[src/rtl/melody_pkg.sv]
// Shared types, ROM field offsets, note pitch constants and the duration
// decoder for the table-driven melody sequencer.
package melody_pkg;

  // Sequencer control states.
  typedef enum logic [2:0] {
    ST_IDLE   = 3'd0,
    ST_FETCH  = 3'd1,
    ST_PLAY   = 3'd2,
    ST_GAP    = 3'd3,
    ST_PAUSED = 3'd4,
    ST_DONE   = 3'd5
  } state_t;

  // Note length codes stored in the ROM Dur field.
  typedef enum logic [1:0] {
    DUR_HALF = 2'b00,
    DUR_ONE  = 2'b01,
    DUR_TWO  = 2'b10,
    DUR_FOUR = 2'b11
  } dur_t;

  // ROM word layout, as offsets above the OV_W-bit overflow field:
  // [OV_W+2] End, [OV_W+1:OV_W] Dur, [OV_W-1:0] Ov_f.
  localparam int ROM_END_OFS    = 2;
  localparam int ROM_DUR_HI_OFS = 1;
  localparam int ROM_DUR_LO_OFS = 0;

  // Tone-generator overflow values for the usual pitches (0 = rest).
  localparam logic [27:0] OV_REST = 28'd0;
  localparam logic [27:0] OV_RE3  = 28'd27244;
  localparam logic [27:0] OV_MI3  = 28'd24279;
  localparam logic [27:0] OV_FA3  = 28'd22922;
  localparam logic [27:0] OV_SOL3 = 28'd20408;
  localparam logic [27:0] OV_LA3  = 28'd18181;
  localparam logic [27:0] OV_SIB3 = 28'd17167;
  localparam logic [27:0] OV_DO4  = 28'd15296;
  localparam logic [27:0] OV_RE4  = 28'd13617;
  localparam logic [27:0] OV_MI4  = 28'd12139;
  localparam logic [27:0] OV_FA4  = 28'd11453;

  // Total note length in clock cycles (PLAY plus GAP) for a duration code.
  function automatic logic [31:0] dur_cycles(input dur_t code, input logic [31:0] beat_cyc);
    logic [31:0] cyc;
    case (code)
      DUR_HALF: cyc = beat_cyc >> 1;
      DUR_ONE:  cyc = beat_cyc;
      DUR_TWO:  cyc = beat_cyc << 1;
      DUR_FOUR: cyc = beat_cyc << 2;
      default:  cyc = beat_cyc;
    endcase
    return cyc;
  endfunction

endpackage

[src/rtl/note_timer.sv]
// Loadable down-counter that times the PLAY and GAP phases of a note.
// A load wins over counting; counting only happens while enabled, so the
// count freezes while the sequencer is paused. o_last flags the final cycle
// of the loaded interval (count == 1), i.e. a load of N lasts N cycles.
module note_timer #(
  parameter int W = 7
) (
  input  logic         i_clk,
  input  logic         i_rst,
  input  logic         i_load,
  input  logic [W-1:0] i_load_val,
  input  logic         i_en,
  output logic         o_last
);

  logic [W-1:0] r_count;

  // Count register: synchronous clear, load, or decrement (never below zero).
  always_ff @(posedge i_clk) begin
    if (i_rst) begin
      r_count <= {W{1'b0}};
    end else if (i_load) begin
      r_count <= i_load_val;
    end else if (i_en && (r_count != {W{1'b0}})) begin
      r_count <= r_count - {{(W-1){1'b0}}, 1'b1};
    end else begin
      r_count <= r_count;
    end
  end

  assign o_last = (r_count == {{(W-1){1'b0}}, 1'b1});

endmodule

[src/rtl/melody_sequencer_ctrl.sv]
// Table-driven melody sequencer. Walks a song stored in an external ROM,
// drives each note's tone overflow for (D - GAP_CYC) cycles followed by a
// silent GAP_CYC articulation gap, and handles play/pause/stop/loop control.
// The next ROM word is prefetched at the start of each gap so consecutive
// notes follow each other with no dead cycle.
module melody_sequencer_ctrl
  import melody_pkg::*;
#(
  parameter int ADDR_W   = 6,
  parameter int OV_W     = 28,
  parameter int BEAT_CYC = 30000000,
  parameter int GAP_CYC  = 2500000
) (
  input  logic              Clk_in,
  input  logic              Rst_in,
  input  logic              Play_in,
  input  logic              Pause_in,
  input  logic              Stop_in,
  input  logic              Loop_in,
  output logic [ADDR_W-1:0] Rom_addr,
  input  logic [OV_W+2:0]   Rom_data,
  output logic [OV_W-1:0]   Freq_out,
  output logic              Note_strobe,
  output logic              Busy,
  output logic              Done
);

  localparam int          TMR_W       = $clog2(4 * BEAT_CYC + 1);
  localparam logic [31:0] BEAT_CYC_32 = 32'(BEAT_CYC);
  localparam logic [31:0] GAP_CYC_32  = 32'(GAP_CYC);
  localparam logic [TMR_W-1:0] GAP_LEN = TMR_W'(GAP_CYC);

  // Registered state and outputs.
  state_t            r_state;
  state_t            r_ret;
  logic [ADDR_W-1:0] r_addr;
  logic [OV_W-1:0]   r_freq;
  logic              r_strobe;
  logic              r_busy;
  logic              r_done;
  logic [OV_W-1:0]   r_ov;
  logic              r_end;

  // ROM word fields.
  logic              w_rom_end;
  logic [1:0]        w_rom_dur;
  logic [OV_W-1:0]   w_rom_ov;
  logic [31:0]       w_dur_cyc;
  logic [TMR_W-1:0]  w_play_len;

  // Next-state / control decisions.
  state_t            w_next;
  state_t            w_ret_nxt;
  logic [ADDR_W-1:0] w_addr_nxt;
  logic [OV_W-1:0]   w_freq_nxt;
  logic              w_strobe_nxt;
  logic              w_latch;
  logic              w_tmr_load;
  logic [TMR_W-1:0]  w_tmr_val;
  logic              w_tmr_en;
  logic              w_tmr_last;

  assign w_rom_end  = Rom_data[OV_W + ROM_END_OFS];
  assign w_rom_dur  = Rom_data[OV_W + ROM_DUR_HI_OFS : OV_W + ROM_DUR_LO_OFS];
  assign w_rom_ov   = Rom_data[OV_W-1:0];
  assign w_dur_cyc  = dur_cycles(dur_t'(w_rom_dur), BEAT_CYC_32);
  // The audible part of a note is its full length minus the trailing gap.
  assign w_play_len = TMR_W'(w_dur_cyc - GAP_CYC_32);

  note_timer #(
    .W (TMR_W)
  ) u_note_timer (
    .i_clk      (Clk_in),
    .i_rst      (Rst_in),
    .i_load     (w_tmr_load),
    .i_load_val (w_tmr_val),
    .i_en       (w_tmr_en),
    .o_last     (w_tmr_last)
  );

  // Next-state, ROM address, timer control and next output values.
  always_comb begin
    w_next       = r_state;
    w_ret_nxt    = r_ret;
    w_addr_nxt   = r_addr;
    w_strobe_nxt = 1'b0;
    w_latch      = 1'b0;
    w_tmr_load   = 1'b0;
    w_tmr_val    = {TMR_W{1'b0}};
    w_tmr_en     = 1'b0;

    case (r_state)
      ST_IDLE: begin
        w_addr_nxt = {ADDR_W{1'b0}};
        if (Play_in && !Stop_in) begin
          w_next = ST_FETCH;
        end else begin
          w_next = ST_IDLE;
        end
      end

      // Entry 0 is on the ROM bus by now; start the first note.
      ST_FETCH: begin
        w_latch      = 1'b1;
        w_tmr_load   = 1'b1;
        w_tmr_val    = w_play_len;
        w_strobe_nxt = 1'b1;
        w_next       = ST_PLAY;
      end

      // The last PLAY cycle always reaches GAP; a pause is honoured there.
      ST_PLAY: begin
        if (w_tmr_last) begin
          w_tmr_load = 1'b1;
          w_tmr_val  = GAP_LEN;
          w_addr_nxt = r_addr + {{(ADDR_W-1){1'b0}}, 1'b1};
          w_next     = ST_GAP;
        end else if (Pause_in) begin
          w_tmr_en  = 1'b1;
          w_ret_nxt = ST_PLAY;
          w_next    = ST_PAUSED;
        end else begin
          w_tmr_en = 1'b1;
        end
      end

      // The End/Loop decision on the last GAP cycle takes precedence over pause.
      ST_GAP: begin
        if (w_tmr_last) begin
          if (!r_end) begin
            w_latch      = 1'b1;
            w_tmr_load   = 1'b1;
            w_tmr_val    = w_play_len;
            w_strobe_nxt = 1'b1;
            w_next       = ST_PLAY;
          end else if (Loop_in) begin
            w_addr_nxt = {ADDR_W{1'b0}};
            w_next     = ST_FETCH;
          end else begin
            w_next = ST_DONE;
          end
        end else if (Pause_in) begin
          w_tmr_en  = 1'b1;
          w_ret_nxt = ST_GAP;
          w_next    = ST_PAUSED;
        end else begin
          w_tmr_en = 1'b1;
        end
      end

      // Timer and address hold; resume exactly where the note left off.
      ST_PAUSED: begin
        if (!Pause_in) begin
          w_next = r_ret;
        end else begin
          w_next = ST_PAUSED;
        end
      end

      ST_DONE: begin
        w_next = ST_IDLE;
      end

      default: begin
        w_next     = ST_IDLE;
        w_addr_nxt = {ADDR_W{1'b0}};
      end
    endcase

    // Stop overrides every other decision, including a pending note start.
    if (Stop_in) begin
      w_next       = ST_IDLE;
      w_addr_nxt   = {ADDR_W{1'b0}};
      w_strobe_nxt = 1'b0;
      w_latch      = 1'b0;
      w_tmr_load   = 1'b1;
      w_tmr_val    = {TMR_W{1'b0}};
      w_tmr_en     = 1'b0;
    end else begin
      w_next = w_next;
    end

    // Tone is heard only in PLAY; a freshly latched entry is used immediately.
    if (w_next == ST_PLAY) begin
      if (w_latch) begin
        w_freq_nxt = w_rom_ov;
      end else begin
        w_freq_nxt = r_ov;
      end
    end else begin
      w_freq_nxt = {OV_W{1'b0}};
    end
  end

  // State, latched ROM entry and registered outputs.
  always_ff @(posedge Clk_in) begin
    if (Rst_in) begin
      r_state  <= ST_IDLE;
      r_ret    <= ST_IDLE;
      r_addr   <= {ADDR_W{1'b0}};
      r_freq   <= {OV_W{1'b0}};
      r_strobe <= 1'b0;
      r_busy   <= 1'b0;
      r_done   <= 1'b0;
      r_ov     <= {OV_W{1'b0}};
      r_end    <= 1'b0;
    end else begin
      r_state  <= w_next;
      r_ret    <= w_ret_nxt;
      r_addr   <= w_addr_nxt;
      r_freq   <= w_freq_nxt;
      r_strobe <= w_strobe_nxt;
      r_busy   <= (w_next != ST_IDLE);
      r_done   <= (w_next == ST_DONE);
      if (w_latch) begin
        r_ov  <= w_rom_ov;
        r_end <= w_rom_end;
      end else begin
        r_ov  <= r_ov;
        r_end <= r_end;
      end
    end
  end

  assign Rom_addr    = r_addr;
  assign Freq_out    = r_freq;
  assign Note_strobe = r_strobe;
  assign Busy        = r_busy;
  assign Done        = r_done;

endmodule

[config.mk]
export PLATFORM = sky130hd
export DESIGN_NAME = melody_sequencer_ctrl
export DESIGN_NICKNAME = d
export VERILOG_FILES = /design/src/rtl/melody_pkg.sv /design/src/rtl/note_timer.sv /design/src/rtl/melody_sequencer_ctrl.sv
export SDC_FILE = /design/constraint.sdc
export NUM_CORES = 1
export LEC_CHECK = 0
export ABC_AREA = 1
export CELL_PAD_IN_SITES_DETAIL_PLACEMENT = 0
export CELL_PAD_IN_SITES_GLOBAL_PLACEMENT = 1
export CORE_MARGIN = 1
export CORE_UTILIZATION = 30
export CTS_BUF_LIST = sky130_fd_sc_hd__clkbuf_8 sky130_fd_sc_hd__clkbuf_16
export CTS_CLUSTER_DIAMETER = 50
export DETAILED_ROUTE_END_ITERATION = 7
export GPL_TIMING_DRIVEN = 0
export PLACE_DENSITY = 0.66
export SYNTH_ARGS = -nofsm -noshare
export SYNTH_HDL_FRONTEND = slang
export SYNTH_SLANG_ARGS = --single-unit
[constraint.sdc]
create_clock -name Clk_in -period 2.2 [get_ports Clk_in]
set_input_delay 0.44 -clock Clk_in [delete_from_list [all_inputs] [get_ports Clk_in]]
set_output_delay 0.44 -clock Clk_in [all_outputs]
set_load 0.05 [all_outputs]
## Yosys cells after proc, flatten, opt, wreduce, memory -nomap -nowiden

Cells that the tools add are included.

| storage, ports and cells | value |
|---|---|
| output and inout bits | 37 |
| register bits | 99 |
| input bits | 37 |
| logic and storage cells | 87 |

| operators by class | value |
|---|---|
| equality and inequality tests | 19 |
| reductions and logical operators | 15 |
| $add $sub $neg | 3 |
| multiplexer cells | 38 |
| bitwise operators | 2 |

Operator list:

| kind | count |
|---|---|
| $mux W27 | 5 |
| $pmux W27 S4 | 1 |
| $pmux W27 S3 | 1 |
| $mux W3 | 11 |
| $mux W28 | 1 |
| $eq A27 B1 Y1 const B | 1 |
| $reduce_bool A27 Y1 | 1 |
| $sub A27 B1 Y27 const B | 1 |
| $sub A27 B22 Y27 const B | 1 |
| $mux W6 | 4 |
| $mux W22 | 1 |
| $pmux W6 S3 | 1 |
| $pmux W3 S5 | 1 |
| $ne A2 B2 Y1 const B | 6 |
| $reduce_and A5 Y1 | 2 |
| $eq A3 B2 Y1 const B | 3 |
| $eq A3 B3 Y1 const B | 3 |
| $mux W1 | 9 |
| $add A6 B1 Y6 const B | 1 |
| $pmux W3 S2 | 1 |
| $reduce_or A2 Y1 | 3 |
| $eq A2 B2 Y1 const B | 2 |
| $ne A2 B1 Y1 const B | 2 |
| $reduce_bool A2 Y1 | 2 |
| other kinds (11) | 13 |

## Longest topological paths before layout

| logic depth | value |
|---|---|
| word-level depth | 8 |
| depth in mapped cells | 14 |
| gate-level depth less buffers | 14 |

## Modules after synthesis

From an unflattened synthesis, not the netlist that was laid out.

| unflattened totals | value |
|---|---|
| cell total of the unflattened synthesis | 759 |
| area total of the unflattened synthesis | 5228.8 µm² |

Modules (own cells, without submodules):

| module | times used | area each (µm²) | seq. area each (µm²) | cells each |
|---|---|---|---|---|
| melody_sequencer_ctrl | 1 | 3155.5 | 1421.4 | 393 |
| note_timer | 1 | 2073.2 | 540.5 | 366 |

## Least setup slack after synthesis

Ideal clock, no wire load.

| path | value |
|---|---|
| path type | reg-to-reg |
| from | register u_note_timer.r_count[12] |
| to | register r_ov[12] |
| stages on the path, launching flop included | 14 |
| clock period less this slack | 1867 ps |
| setup slack | 333 ps |
| arrival time | 1740 ps |
| path buffers | 2 |
| setup time | 128 ps |
| data required time | 2072 ps |
| cells stage by stage | dfxtp_1 -> nor2_2 -> nand2_1 -> nor2_4 -> nand2_2 -> nor2_8 -> nand3_4 -> nand2_2 -> nand2_1 -> buf_6 -> buf_6 -> or2_0 -> o21ai_2 -> nor2_1 |

| on the way | value |
|---|---|
| word-level cells in the longest chain between the ends | 5 |

RTL lines:

| item | RTL line | text |
|---|---|---|
| start: declaration | note_timer.sv:16 | `logic [W-1:0] r_count;` |
| start signal: assignment | note_timer.sv:21 | `r_count <= {W{1'b0}};` |
| start signal: assignment | note_timer.sv:23 | `r_count <= i_load_val;` |
| start signal: assignment | note_timer.sv:25 | `r_count <= r_count - {{(W-1){1'b0}}, 1'b1};` |
| $eq A27 B1 Y1 | note_timer.sv:31 | `assign o_last = (r_count == {{(W-1){1'b0}}, 1'b1});` |
| $mux W1 | melody_sequencer_ctrl.sv:129 | `if (w_tmr_last) begin` |
| $pmux W1 S2 | melody_sequencer_ctrl.sv:92 | `case (r_state)` |
| $mux W1 | n/a |  |
| $mux W28 | n/a |  |
| end signal: assignment | melody_sequencer_ctrl.sv:205 | `r_ov <= {OV_W{1'b0}};` |
| end signal: assignment | melody_sequencer_ctrl.sv:216 | `r_ov <= w_rom_ov;` |
| end signal: assignment | melody_sequencer_ctrl.sv:219 | `r_ov <= r_ov;` |
| end: declaration | melody_sequencer_ctrl.sv:41 | `logic [OV_W-1:0] r_ov;` |

Every way passes these cells.
A chain may end at the register's enable or synchronous reset.

## Worst setup path in the final report

| path | value |
|---|---|
| from | register u_note_timer.r_count[17] |
| to | register r_ov[18] |

The elaborated chain is that of the path after synthesis.

==> reports/qor.tcl <==
set qor(worstSetupPathType) {reg -> reg}
set qor(worst_slew_margin_rel_pct) 56.0
set qor(layout.area.seq_um2) 1980
set qor(power.switching_fraction_pct) 29.3
set qor(critical_path_endpoint_category) {register}
set qor(synth_top_cell_area_share_pct) 40.5
set qor(share_of_total_power_in_combinational_logic_pct) 15.8
set qor(final_setup_violation_count) 0
set qor(grt_max_degree) 19
set qor(routed_wire_length_um) 13800
set qor(maxCapViolCount) 0
set qor(yosys.area.top_type) {dfxtp_1}
set qor(dpl.hpwl_um) 10400
set qor(post-route-min-period_ns) 2.11
set qor(tritoncts_clock_tree) {yes}
set qor(grtUsageTotal_pct) 17.0
set qor(cts.reportedPaths.clkPinSlew_ns) 0.08
set qor(power_per_cell_area_nw_per_um2) 644
set qor(final-hold-violation-count) 0
set qor(fin_crit_sh_pct) 95.8
set qor(synthesis.area_per_instance_um2) 7.09
set qor(fin_area_um2) 6410
set qor(timing.final.max_slew_violations) 0
set qor(wire_per_inst_um) 13.8
set qor(global_route_wire_length_before_repair_um) 21500
set qor(synthDistinctLibCells) 38
set qor(drcViolationCount) 0
set qor(cts_made_buffers) 9
set qor(yosys_register_bits) 98
set qor(place_worst_setup_slack_ns) -0.252
set qor(dpl_cell_area_um2) 5830
set qor(fin_setup_tns_ns) 0
set qor(initial_utilization_pct) 30.6
set qor(outcome) {complete, no violations}
set qor(critical-path-max-stage-delay_ns) 0.37
set qor(clk_latency_ns) 0.36
set qor(post_cts_hold_buffer_count) 0
set qor(clock_path_buffers) 2
set qor(std_cell_rows) 46
set qor(gp_congestion) 0.855
set qor(detail_route.vias_per_cell) 4.56
set qor(syn_to_final_growth_pct) 32.5
set qor(pwr-share-clk_pct) 38.9
set qor(fp.dieW_um) 129
set qor(yosysSeqAreaShare_pct) 40.5
set qor(power.net_switching_mw) 1.21
set qor(cts_num_sinks) 98
set qor(instances_no_fill) 1003
set qor(n_antenna_cell) 0
set qor(grt_overflow_total) 0
set qor(clock-skew-final_ns) 0.0122
set qor(final.fill_count) 1704
set qor(cp_cell_sequence) {nor2_4 -> nand2_1 -> nor2_2 -> nand2_2 -> nor2_8 -> nand3_4 -> nand2_4 -> nand2_2 -> buf_6 -> buf_6 -> or2_0 -> o21ai_2 -> nor2_1}
set qor(place.detailed.instances) 970
set qor(power_mw) 4.13
set qor(finalWorstSetupSlack_ns) 0.0914
set qor(multi_input_comb_area_um2) 2630
set qor(drt.antenna.violating_nets) 0
set qor(worstMarginPinSlew_ns) 0.660
set qor(cts.htree.levels) 3
set qor(cts.root.buffer_cell) {clkbuf_16}
set qor(mappedNetlistNets) 731
set qor(share_of_total_power_in_sequential_cells_pct) 45.3
set qor(floorplan_die_area_um2) 16600
set qor(cp-start-kind) {register}
set qor(core_area_um2) 15800
set qor(max_clock_freq_mhz) 474
set qor(crit_path_top_delay_cell) {dfxtp_4}
set qor(critical_path.max_fanout) 10
set qor(ys_top_cells_by_area) {dfxtp_1 (41%), nor2_1 (14%), nand2_1 (9.2%)}
set qor(netlist_area_um2) 4840
set qor(design.portCount) 74
set qor(die-height_um) 129
set qor(first_global_vias) 4180
set qor(final_net_count) 831
set qor(leak_pwr_nw) 2.68
set qor(min-delay-path-class) {reg -> reg}
set qor(io_buf_count) 72
set qor(cp_data_required_time_ns) 2.43
set qor(internal_power_mw) 2.92
set qor(dr_total_vias) 4569
set qor(ys_warn_count) 0
set qor(drive_above_1_share_pct) 15.0
set qor(worst-endpoint-arrival_ns) 2.34
set qor(irDropWorstVdd_mv) 0.428
set qor(grt_antenna_before_repair) 0
set qor(syn_inst) 682
set qor(first_pass_iters) 7
set qor(drtIter0Drc) 238
==> metrics by stage <==
step	hold slack, ns	utilization, %
after floorplan	0.431	-
after global placement	0.451	36.8
after detailed placement	0.456	36.8
after CTS	0.471	39.5
after global routing	0.496	40.5
final	0.465	40.5
==> final timing paths <==
check | from | end | cells after the start | slack [ns]
worst max-delay path | u_note_timer.r_count[17] | r_ov[18] | 13 | 0.09
worst max register to register | u_note_timer.r_count[17] | r_ov[18] | 13 | 0.09
worst min-delay path | r_ret[1] | r_ret[1] | 2 | 0.47
worst min register to register | r_ret[1] | r_ret[1] | 2 | 0.47
==> metal layers <==
layer / vias up / part of all wire, % / GRT usage (%)
met2: 70 / 47 / 27.6
met3: 18 / 3.0 / 2.91
li1: 2349 / - / -
met1: 2132 / 47 / 22.4
met5: - / 0 / 0
met4: 0 / 2.3 / 6.92
==> what timing repair did <==
| item | 4_1_cts | 5_1_grt |
|---|---|---|
| gates resized for setup | 17 | 39 |
| setup buffers | 8 | 9 |
| pin swaps | 3 | 15 |
| endpoints found under the setup margin | 72 | 80 |
==> placed cells by master (no fill, tap or decap), drive strengths merged, types with 2 or more instances in the layout <==
cell	count
a21oi	18
nand2	124
clkbuf	20
o21ai	49
xnor2	5
nand4	24
ha	12
nand3	23
or2	30
buf	30
nor3	8
nor2	185
xor2	15
dfxtp	98
o211ai	2
clkinvlp	2
clkdlybuf4s50	72
inv	65
==> cell families after synthesis <==
family | Yosys count | synth area share (%)
AO/OA/AOI/OAI | 72 | 8.64
XOR/XNOR | 20 | 3.62
adder cells (fa/ha/maj) | 12 | 3.10
buffers and inverters | 84 | 7.53
flip-flops | 98 | 40.5
AND/OR/NAND/NOR | 396 | 36.6
==> registers in the layout, indices dropped and copies added (netlist names) <==
name and count:
r_end 1, r_state 3, Rom_addr 6, r_ret 2
Freq_out 28, Note_strobe 1, r_ov 28, Busy 1
u_note_timer.r_count 27, Done 1
==> Yosys cell counts, drive strengths merged <==
library cell,count
a21oi,18
nand3b,1
o211ai,2
xor2,15
nand3,23
nand2,124
clkbuf,10
nand4,24
nor2,185
and2,1
dfxtp,98
a21boi,1
clkinv,1
buf,13
xnor2,5
o21ai,49
inv,60
o21bai,1
a211oi,1
nor3,8
or2,30
ha,12
==> area by class of cell <==
| type | instances | share of cell area, % |
|---|---|---|
| Sequential cell | 98 | 30.9 |
| Clock inverter | 6 | 0.878 |
| Clock buffer | 10 | 3.73 |
| Tap cell | 216 | 4.22 |
| Buffer | 23 | 2.26 |
| Inverter | 61 | 3.63 |
| Multi-Input combinational cell | 500 | 41.1 |
| Timing Repair Buffer | 89 | 13.3 |
==> power groups by stage <==
| stage | combinational, mW | clock [mW] | sequential [mW] |
|---|---|---|---|
| after floorplan | 0.408 | 0 | 1.90 |
| final | 0.654 | 1.60 | 1.87 |
| after global routing | 0.732 | 1.71 | 1.87 |
| after detailed placement | 0.597 | 0 | 1.90 |
| after CTS | 0.616 | 1.64 | 1.86 |
| after global placement | 0.596 | 0 | 1.90 |
==> worst max-delay path, delay by kind of cell (launching register included) <==
kind | cells | cell delay, ns
and+or+nand+nor | 10 | 1.26
DFF | 1 | 0.37
buffers and inverters | 2 | 0.27
AOI/OAI and AO/OA | 1 | 0.08
(Power assumes the default switching activity.)
